--- src/rtl/m_frame_tx.sv ---
// Byte-frame transmitter: buffers host words into committed frames and sends
// each as SYNC + 16-bit word count + payload, NRZ or Manchester, MSB first.
module m_frame_tx #(
  parameter int         DATA_W        = 8,
  parameter int         DEPTH         = 64,
  parameter int         MAX_FRAMES    = 8,
  parameter int         HALF_BIT_CLKS = 1,
  parameter int         MANCHESTER    = 1,
  parameter logic [7:0] SYNC_WORD     = 8'hD5,
  parameter int         GAP_BITS      = 4
) (
  input  logic              i_clk,
  input  logic              i_rst_n,
  input  logic [DATA_W-1:0] i_data,
  input  logic              i_data_we,
  input  logic              i_push_frame,
  input  logic              i_clr_status,
  output logic [15:0]       o_data_size,
  output logic [7:0]        o_frames_count,
  output logic [7:0]        o_status,
  output logic              o_busy,
  output logic              o_tx,
  output logic [2:0]        o_dbg_state
);

  localparam int AW      = $clog2(DEPTH);
  localparam int FW      = $clog2(MAX_FRAMES);
  localparam int SH_W    = (DATA_W > 16) ? DATA_W : 16;
  localparam int BC_MAX  = (GAP_BITS > SH_W) ? GAP_BITS : SH_W;
  localparam int BCW     = $clog2(BC_MAX + 1);
  localparam int HW      = (HALF_BIT_CLKS > 1) ? $clog2(HALF_BIT_CLKS) : 1;

  localparam logic [AW:0]   DEPTH_C   = (AW + 1)'(DEPTH);
  localparam logic [FW:0]   MF_C      = (FW + 1)'(MAX_FRAMES);
  localparam logic [HW-1:0] HALF_LAST = HW'(HALF_BIT_CLKS - 1);

  typedef enum logic [2:0] {
    S_IDLE = 3'd0,
    S_SYNC = 3'd1,
    S_LEN  = 3'd2,
    S_DATA = 3'd3,
    S_GAP  = 3'd4
  } state_t;

  // Host side has no backpressure: a write or push strobe is taken every
  // cycle it is high; anything that cannot be honoured is dropped and flagged.
  logic [DATA_W-1:0] mem [DEPTH];
  logic [15:0]       lf_mem [MAX_FRAMES];

  logic [AW:0] wr_ptr, commit_ptr, rd_ptr;
  logic [AW:0] occ, open_len;
  logic [FW:0] lf_wr, lf_rd, lf_cnt;
  logic        push_q;
  logic [7:0]  frames_cnt;
  logic        ovf_st, epush_st, ffpush_st;

  logic full, empty, lf_full;
  logic we_ok, ovf_evt, push_zero, push_ff, push_ok;

  state_t          state, state_d;
  logic [HW-1:0]   half_cnt, half_cnt_d;
  logic            phase, phase_d;
  logic [BCW-1:0]  bit_cnt, bit_cnt_d;
  logic [SH_W-1:0] shreg, shreg_d;
  logic [15:0]     len_reg, len_d;
  logic [15:0]     words_left, words_left_d;
  logic            tx_q, tx_next;
  logic            half_end, bit_end;
  logic            start_frame, lf_pop, rd_adv, frame_done;

  assign occ      = wr_ptr - rd_ptr;
  assign open_len = wr_ptr - commit_ptr;
  assign lf_cnt   = lf_wr - lf_rd;
  assign full     = (occ == DEPTH_C);
  assign empty    = (occ == '0);
  assign lf_full  = (lf_cnt == MF_C);

  assign we_ok     = i_data_we & ~full;
  assign ovf_evt   = i_data_we & full;
  // The push strobe is registered, so the committed length covers every word
  // written up to and including the cycle the strobe was high.
  assign push_zero = push_q & (open_len == '0);
  assign push_ff   = push_q & ~push_zero & lf_full;
  assign push_ok   = push_q & ~push_zero & ~lf_full;

  assign half_end = (half_cnt == HALF_LAST);
  assign bit_end  = half_end & phase;

  always_comb begin
    state_d      = state;
    half_cnt_d   = half_cnt;
    phase_d      = phase;
    bit_cnt_d    = bit_cnt;
    shreg_d      = shreg;
    len_d        = len_reg;
    words_left_d = words_left;
    start_frame  = 1'b0;
    lf_pop       = 1'b0;
    rd_adv       = 1'b0;
    frame_done   = 1'b0;
    tx_next      = 1'b0;

    if (state == S_IDLE) begin
      start_frame = (frames_cnt != 8'd0);
    end else begin
      half_cnt_d = half_end ? '0 : half_cnt + 1'b1;
      if (half_end) phase_d = ~phase;
      if (bit_end) begin
        shreg_d   = shreg << 1;
        bit_cnt_d = bit_cnt - 1'b1;
        if (bit_cnt == BCW'(1)) begin
          case (state)
            S_SYNC: begin
              state_d   = S_LEN;
              shreg_d   = SH_W'(len_reg) << (SH_W - 16);
              bit_cnt_d = BCW'(16);
            end
            S_LEN: begin
              state_d      = S_DATA;
              shreg_d      = SH_W'(mem[rd_ptr[AW-1:0]]) << (SH_W - DATA_W);
              rd_adv       = 1'b1;
              words_left_d = len_reg - 16'd1;
              bit_cnt_d    = BCW'(DATA_W);
            end
            S_DATA: begin
              if (words_left != 16'd0) begin
                shreg_d      = SH_W'(mem[rd_ptr[AW-1:0]]) << (SH_W - DATA_W);
                rd_adv       = 1'b1;
                words_left_d = words_left - 16'd1;
                bit_cnt_d    = BCW'(DATA_W);
              end else begin
                state_d    = S_GAP;
                bit_cnt_d  = BCW'(GAP_BITS);
                frame_done = 1'b1;
              end
            end
            S_GAP: begin
              if (frames_cnt != 8'd0) start_frame = 1'b1;
              else state_d = S_IDLE;
            end
            default: ;
          endcase
        end
      end
    end

    // A new frame may start from IDLE or straight out of the last gap bit.
    if (start_frame) begin
      state_d    = S_SYNC;
      lf_pop     = 1'b1;
      len_d      = lf_mem[lf_rd[FW-1:0]];
      shreg_d    = SH_W'(SYNC_WORD) << (SH_W - 8);
      bit_cnt_d  = BCW'(8);
      half_cnt_d = '0;
      phase_d    = 1'b0;
    end

    if (state_d == S_SYNC || state_d == S_LEN || state_d == S_DATA) begin
      if (MANCHESTER != 0) tx_next = phase_d ? shreg_d[SH_W-1] : ~shreg_d[SH_W-1];
      else tx_next = shreg_d[SH_W-1];
    end
  end

  always_ff @(posedge i_clk) begin
    if (!i_rst_n) begin
      state      <= S_IDLE;
      half_cnt   <= '0;
      phase      <= 1'b0;
      bit_cnt    <= '0;
      shreg      <= '0;
      len_reg    <= '0;
      words_left <= '0;
      tx_q       <= 1'b0;
    end else begin
      state      <= state_d;
      half_cnt   <= half_cnt_d;
      phase      <= phase_d;
      bit_cnt    <= bit_cnt_d;
      shreg      <= shreg_d;
      len_reg    <= len_d;
      words_left <= words_left_d;
      tx_q       <= tx_next;
    end
  end

  always_ff @(posedge i_clk) begin
    if (!i_rst_n) begin
      wr_ptr     <= '0;
      commit_ptr <= '0;
      rd_ptr     <= '0;
      lf_wr      <= '0;
      lf_rd      <= '0;
      push_q     <= 1'b0;
      frames_cnt <= 8'd0;
      ovf_st     <= 1'b0;
      epush_st   <= 1'b0;
      ffpush_st  <= 1'b0;
    end else begin
      push_q <= i_push_frame;
      if (we_ok) wr_ptr <= wr_ptr + 1'b1;
      if (push_ok) begin
        lf_wr      <= lf_wr + 1'b1;
        commit_ptr <= wr_ptr;
      end
      if (rd_adv) rd_ptr <= rd_ptr + 1'b1;
      if (lf_pop) lf_rd <= lf_rd + 1'b1;
      case ({push_ok, frame_done})
        2'b10:   frames_cnt <= frames_cnt + 8'd1;
        2'b01:   frames_cnt <= frames_cnt - 8'd1;
        default: ;
      endcase
      // A fresh event outranks a clear in the same cycle.
      ovf_st    <= ovf_evt | (ovf_st & ~i_clr_status);
      epush_st  <= push_zero | (epush_st & ~i_clr_status);
      ffpush_st <= push_ff | (ffpush_st & ~i_clr_status);
    end
  end

  always_ff @(posedge i_clk) begin
    if (we_ok) mem[wr_ptr[AW-1:0]] <= i_data;
    if (push_ok) lf_mem[lf_wr[FW-1:0]] <= 16'(open_len);
  end

  assign o_busy         = (state != S_IDLE);
  assign o_tx           = tx_q;
  assign o_data_size    = 16'(open_len);
  assign o_frames_count = frames_cnt;
  assign o_status       = {1'b0, ffpush_st, o_busy, epush_st, ovf_st, lf_full, empty, full};
  assign o_dbg_state    = state;

endmodule
--- config.mk ---
export PLATFORM = sky130hd
export DESIGN_NAME = m_frame_tx
export DESIGN_NICKNAME = d
export VERILOG_FILES = /design/src/rtl/m_frame_tx.sv
export SDC_FILE = /design/constraint.sdc
export NUM_CORES = 1
export LEC_CHECK = 0
export BUFFER_PORTS_ARGS = -buffer_cell sky130_fd_sc_hd__buf_4
export CORE_ASPECT_RATIO = 0.6
export CORE_MARGIN = 3
export CORE_UTILIZATION = 39
export DETAILED_ROUTE_END_ITERATION = 10
export PLACE_DENSITY_LB_ADDON = 0.25
export SYNTH_ARGS = -nofsm -noshare
export SYNTH_HDL_FRONTEND = slang
export SYNTH_SLANG_ARGS = --single-unit
--- constraint.sdc ---
create_clock -name i_clk -period 4.8 [get_ports i_clk]
set_input_delay 0.96 -clock i_clk [delete_from_list [all_inputs] [get_ports i_clk]]
set_output_delay 0.96 -clock i_clk [all_outputs]
set_load 0.01 [all_outputs]
==> flow_summary.ini <==
[synth]
netlist.area_leader.share_pct = 62.4
ys_top_cells_by_area = edfxtp_1 62%, mux4_2 14%, dfxtp_1 7.0%
synth_ff_type = edfxtp_1
syn_inst = 1605
synth_edf_count = 568
ys_warn_count = 0
synth_cell_type_count = 71
syn-cell-area_um2 = 27300
ys_async_sr_fraction_pct = 0
synth-seq-cells = 664
ys_seq_area_share_pct = 69.4
synth_top_area_cell = edfxtp_1
syn_area_per_cell_um2 = 17.0

[timing]
worst_slew_pin_slew_ns = 1.14
fmax_mhz = 224
drv_slew = 0
period_minus_slack_ns = 4.46
period_share_pct = 92.9
tns_ns = 0
finClkSkew_ns = 0.0157
slew_headroom_pct = 23.7
rsz0062_at_grt = false
setup_viol = 0
worst_slack_ns = 0.341
hold_violations = 0

[pwr]
p_seq_share_pct = 53.1
ir_worst_vdd_mv = 0.285
internal_power_mw = 9.37
netSwitchingPower_mw = 2.67
p_leak_nw = 9.84
finalPower_mw = 12.0
power.share.clock_pct = 41.2
power.share.combinational_pct = 5.7
power.density_nw_per_um2 = 388
switching_share_pct = 22.2

[setup_path]
critical_path_class = reg -> reg
worstPathCellList = inv_1, ha_1, fa_1, nor2b_1, o21a_1, o21a_1, o211ai_1, nor4_1, buf_4, a21oi_2, inv_1, ha_1, buf_4, ha_1, a21oi_1, o21bai_1, a2111oi_0, or3_1, mux2i_1, mux2i_1
end_kind = register
slowest_delay_ns = 0.40
arrival_ns = 5.01
worst_path_most_repeated_cell = ha_1
cp_max_fo = 8
worst_ep_required_time_ns = 5.35
setup.worst_path.start_class = register
cp_slowest_cell = fa_1

[grt]
antenna_found_initial = 1
gr-total-overflow = 0
grt_pass1_wl_um = 96400
grtUsageTotal_pct = 17.7
grt_pass1_vias = 14300
grt_max_degree = 65

[placement]
placed_area_um2 = 29000
place_ws_ns = 0.358
io_buffer_count = 39
gp_congestion = 0.845
place_hpwl_um = 42200

[cells_and_area]
largest_reg_flops = 512
regArea_um2 = 19000
mostFrequentLayoutCells = 568 x edfxtp_1, 170 x mux4_2, 155 x nor2_1
final_cell_area_um2 = 31000
multi_input_area_um2 = 7790
layout-drive-gt1-share_pct = 24.0
layout_commonest_cell = edfxtp_1
nets = 1750
syn_to_final_growth_pct = 13.5
n_fill_cell = 5930

[cts]
postCtsSetupBuffers = 0
postCtsHoldBufs = 0
cts_buffer_depth = 3
tritoncts = done
numClockSinks = 664
cts-buffers-inserted = 59
clock_latency_ns = 0.61
ctsHtreeMaxLevel = 2
cts_resized = 0
cts-root-buf = clkbuf_16
cts.clk_slew.worst_paths_ns = 0.07

[route]
via_per_inst = 5.53
drc = 0
drt_iter0_markers = 1895
wl_um = 65400
wire_per_inst_um = 24.5
vias = 14800
ant_nets = 0
first_pass_iters = 5

[job]
cap_violations = 0

[floorplanning]
die_w_um = 348
io_pins = 50
core_area_um2 = 68700
rows = 74
fp.dieArea_um2 = 73400
die_y_um = 211
initial_core_util_pct = 39.8

[status]
status = completed

[hold_path]
holdCritPathClass = reg -> reg
[critical path, delay by kind of cell (launching register included)]
kind | cells | cell delay, ns
flops | 1 | 0.33
fa+ha+maj | 4 | 1.13
simple gates | 3 | 0.61
mux | 2 | 0.42
compound gates | 7 | 1.26
buf+inv | 4 | 0.64
[cell usage after synthesis (20+ instances only)]
master,count
edfxtp_1,568
mux4_2,170
nor2_1,155
nand2_1,102
dfxtp_1,96
clkbuf_1,36
mux2i_1,35
a21oi_1,34
inv_1,32
ha_1,30
buf_2,29
o21ai_0,29
nand3_1,23
buf_4,22
xnor2_1,20
[worst paths after layout]
path                  from                end  slack, ns  cells after the start
max              wr_ptr[0]  o_frames_count[7]       0.34                     20
min          commit_ptr[3]      commit_ptr[3]       0.46                      2
max reg2reg      wr_ptr[0]  o_frames_count[7]       0.34                     20
min reg2reg  commit_ptr[3]      commit_ptr[3]       0.46                      2
[layout make-up]
type | count | share of cell area (%)
sequential | 664 | 61.2
multi-input combinational | 819 | 25.1
clock buffer | 68 | 4.93
tap | 912 | 3.68
timing repair buffer | 128 | 3.14
clock inverter | 43 | 1.54
inverter | 33 | 0.399
antenna | 1 | 0.00806
[power by group through the flow]
stage               registers, mW  logic (mW)  clock network [mW]
finish                       6.39       0.685                4.97
global route                 6.39       0.750                5.31
CTS                          6.39       0.683                5.07
detailed placement           6.51       0.681                   0
global placement             6.51       0.668                   0
floorplan                    6.50       0.417                   0
[logic make-up (layout without fill, tap and decap cells)]
group | count (synthesis) | count (layout) | share of synthesized area [%]
AO/OA/AOI/OAI | 141 | 141 | 3.40
XOR/XNOR | 34 | 34 | 1.09
adder cells (fa/ha/maj) | 32 | 32 | 1.52
buffers and inverters | 131 | 272 | 2.29
flip-flops | 664 | 664 | 69.4
multiplexers | 215 | 215 | 15.7
other | 1 | 11 | 0.0137
AND/OR/NAND/NOR | 387 | 387 | 6.59
[layer usage]
layer  GRT usage, %  wire length (µm)  vias up
li1               -                 -     6483
met1           28.1             31600     7672
met2           24.1             26700      523
met3           5.30              6190       77
met4           2.90               896        0
met5              0                 0        -
[through the flow]
stage          instances  util (%)  hold WS (ns)
2_1_floorplan       1614         -         0.435
3_3_place_gp        2556      42.2         0.448
3_5_place_dp        2556      42.2         0.454
4_1_cts             2667      45.2         0.464
5_1_grt             2667      45.2         0.489
6_report            2668      45.2         0.463
Note: power is estimated with default switching activity, not from simulation.
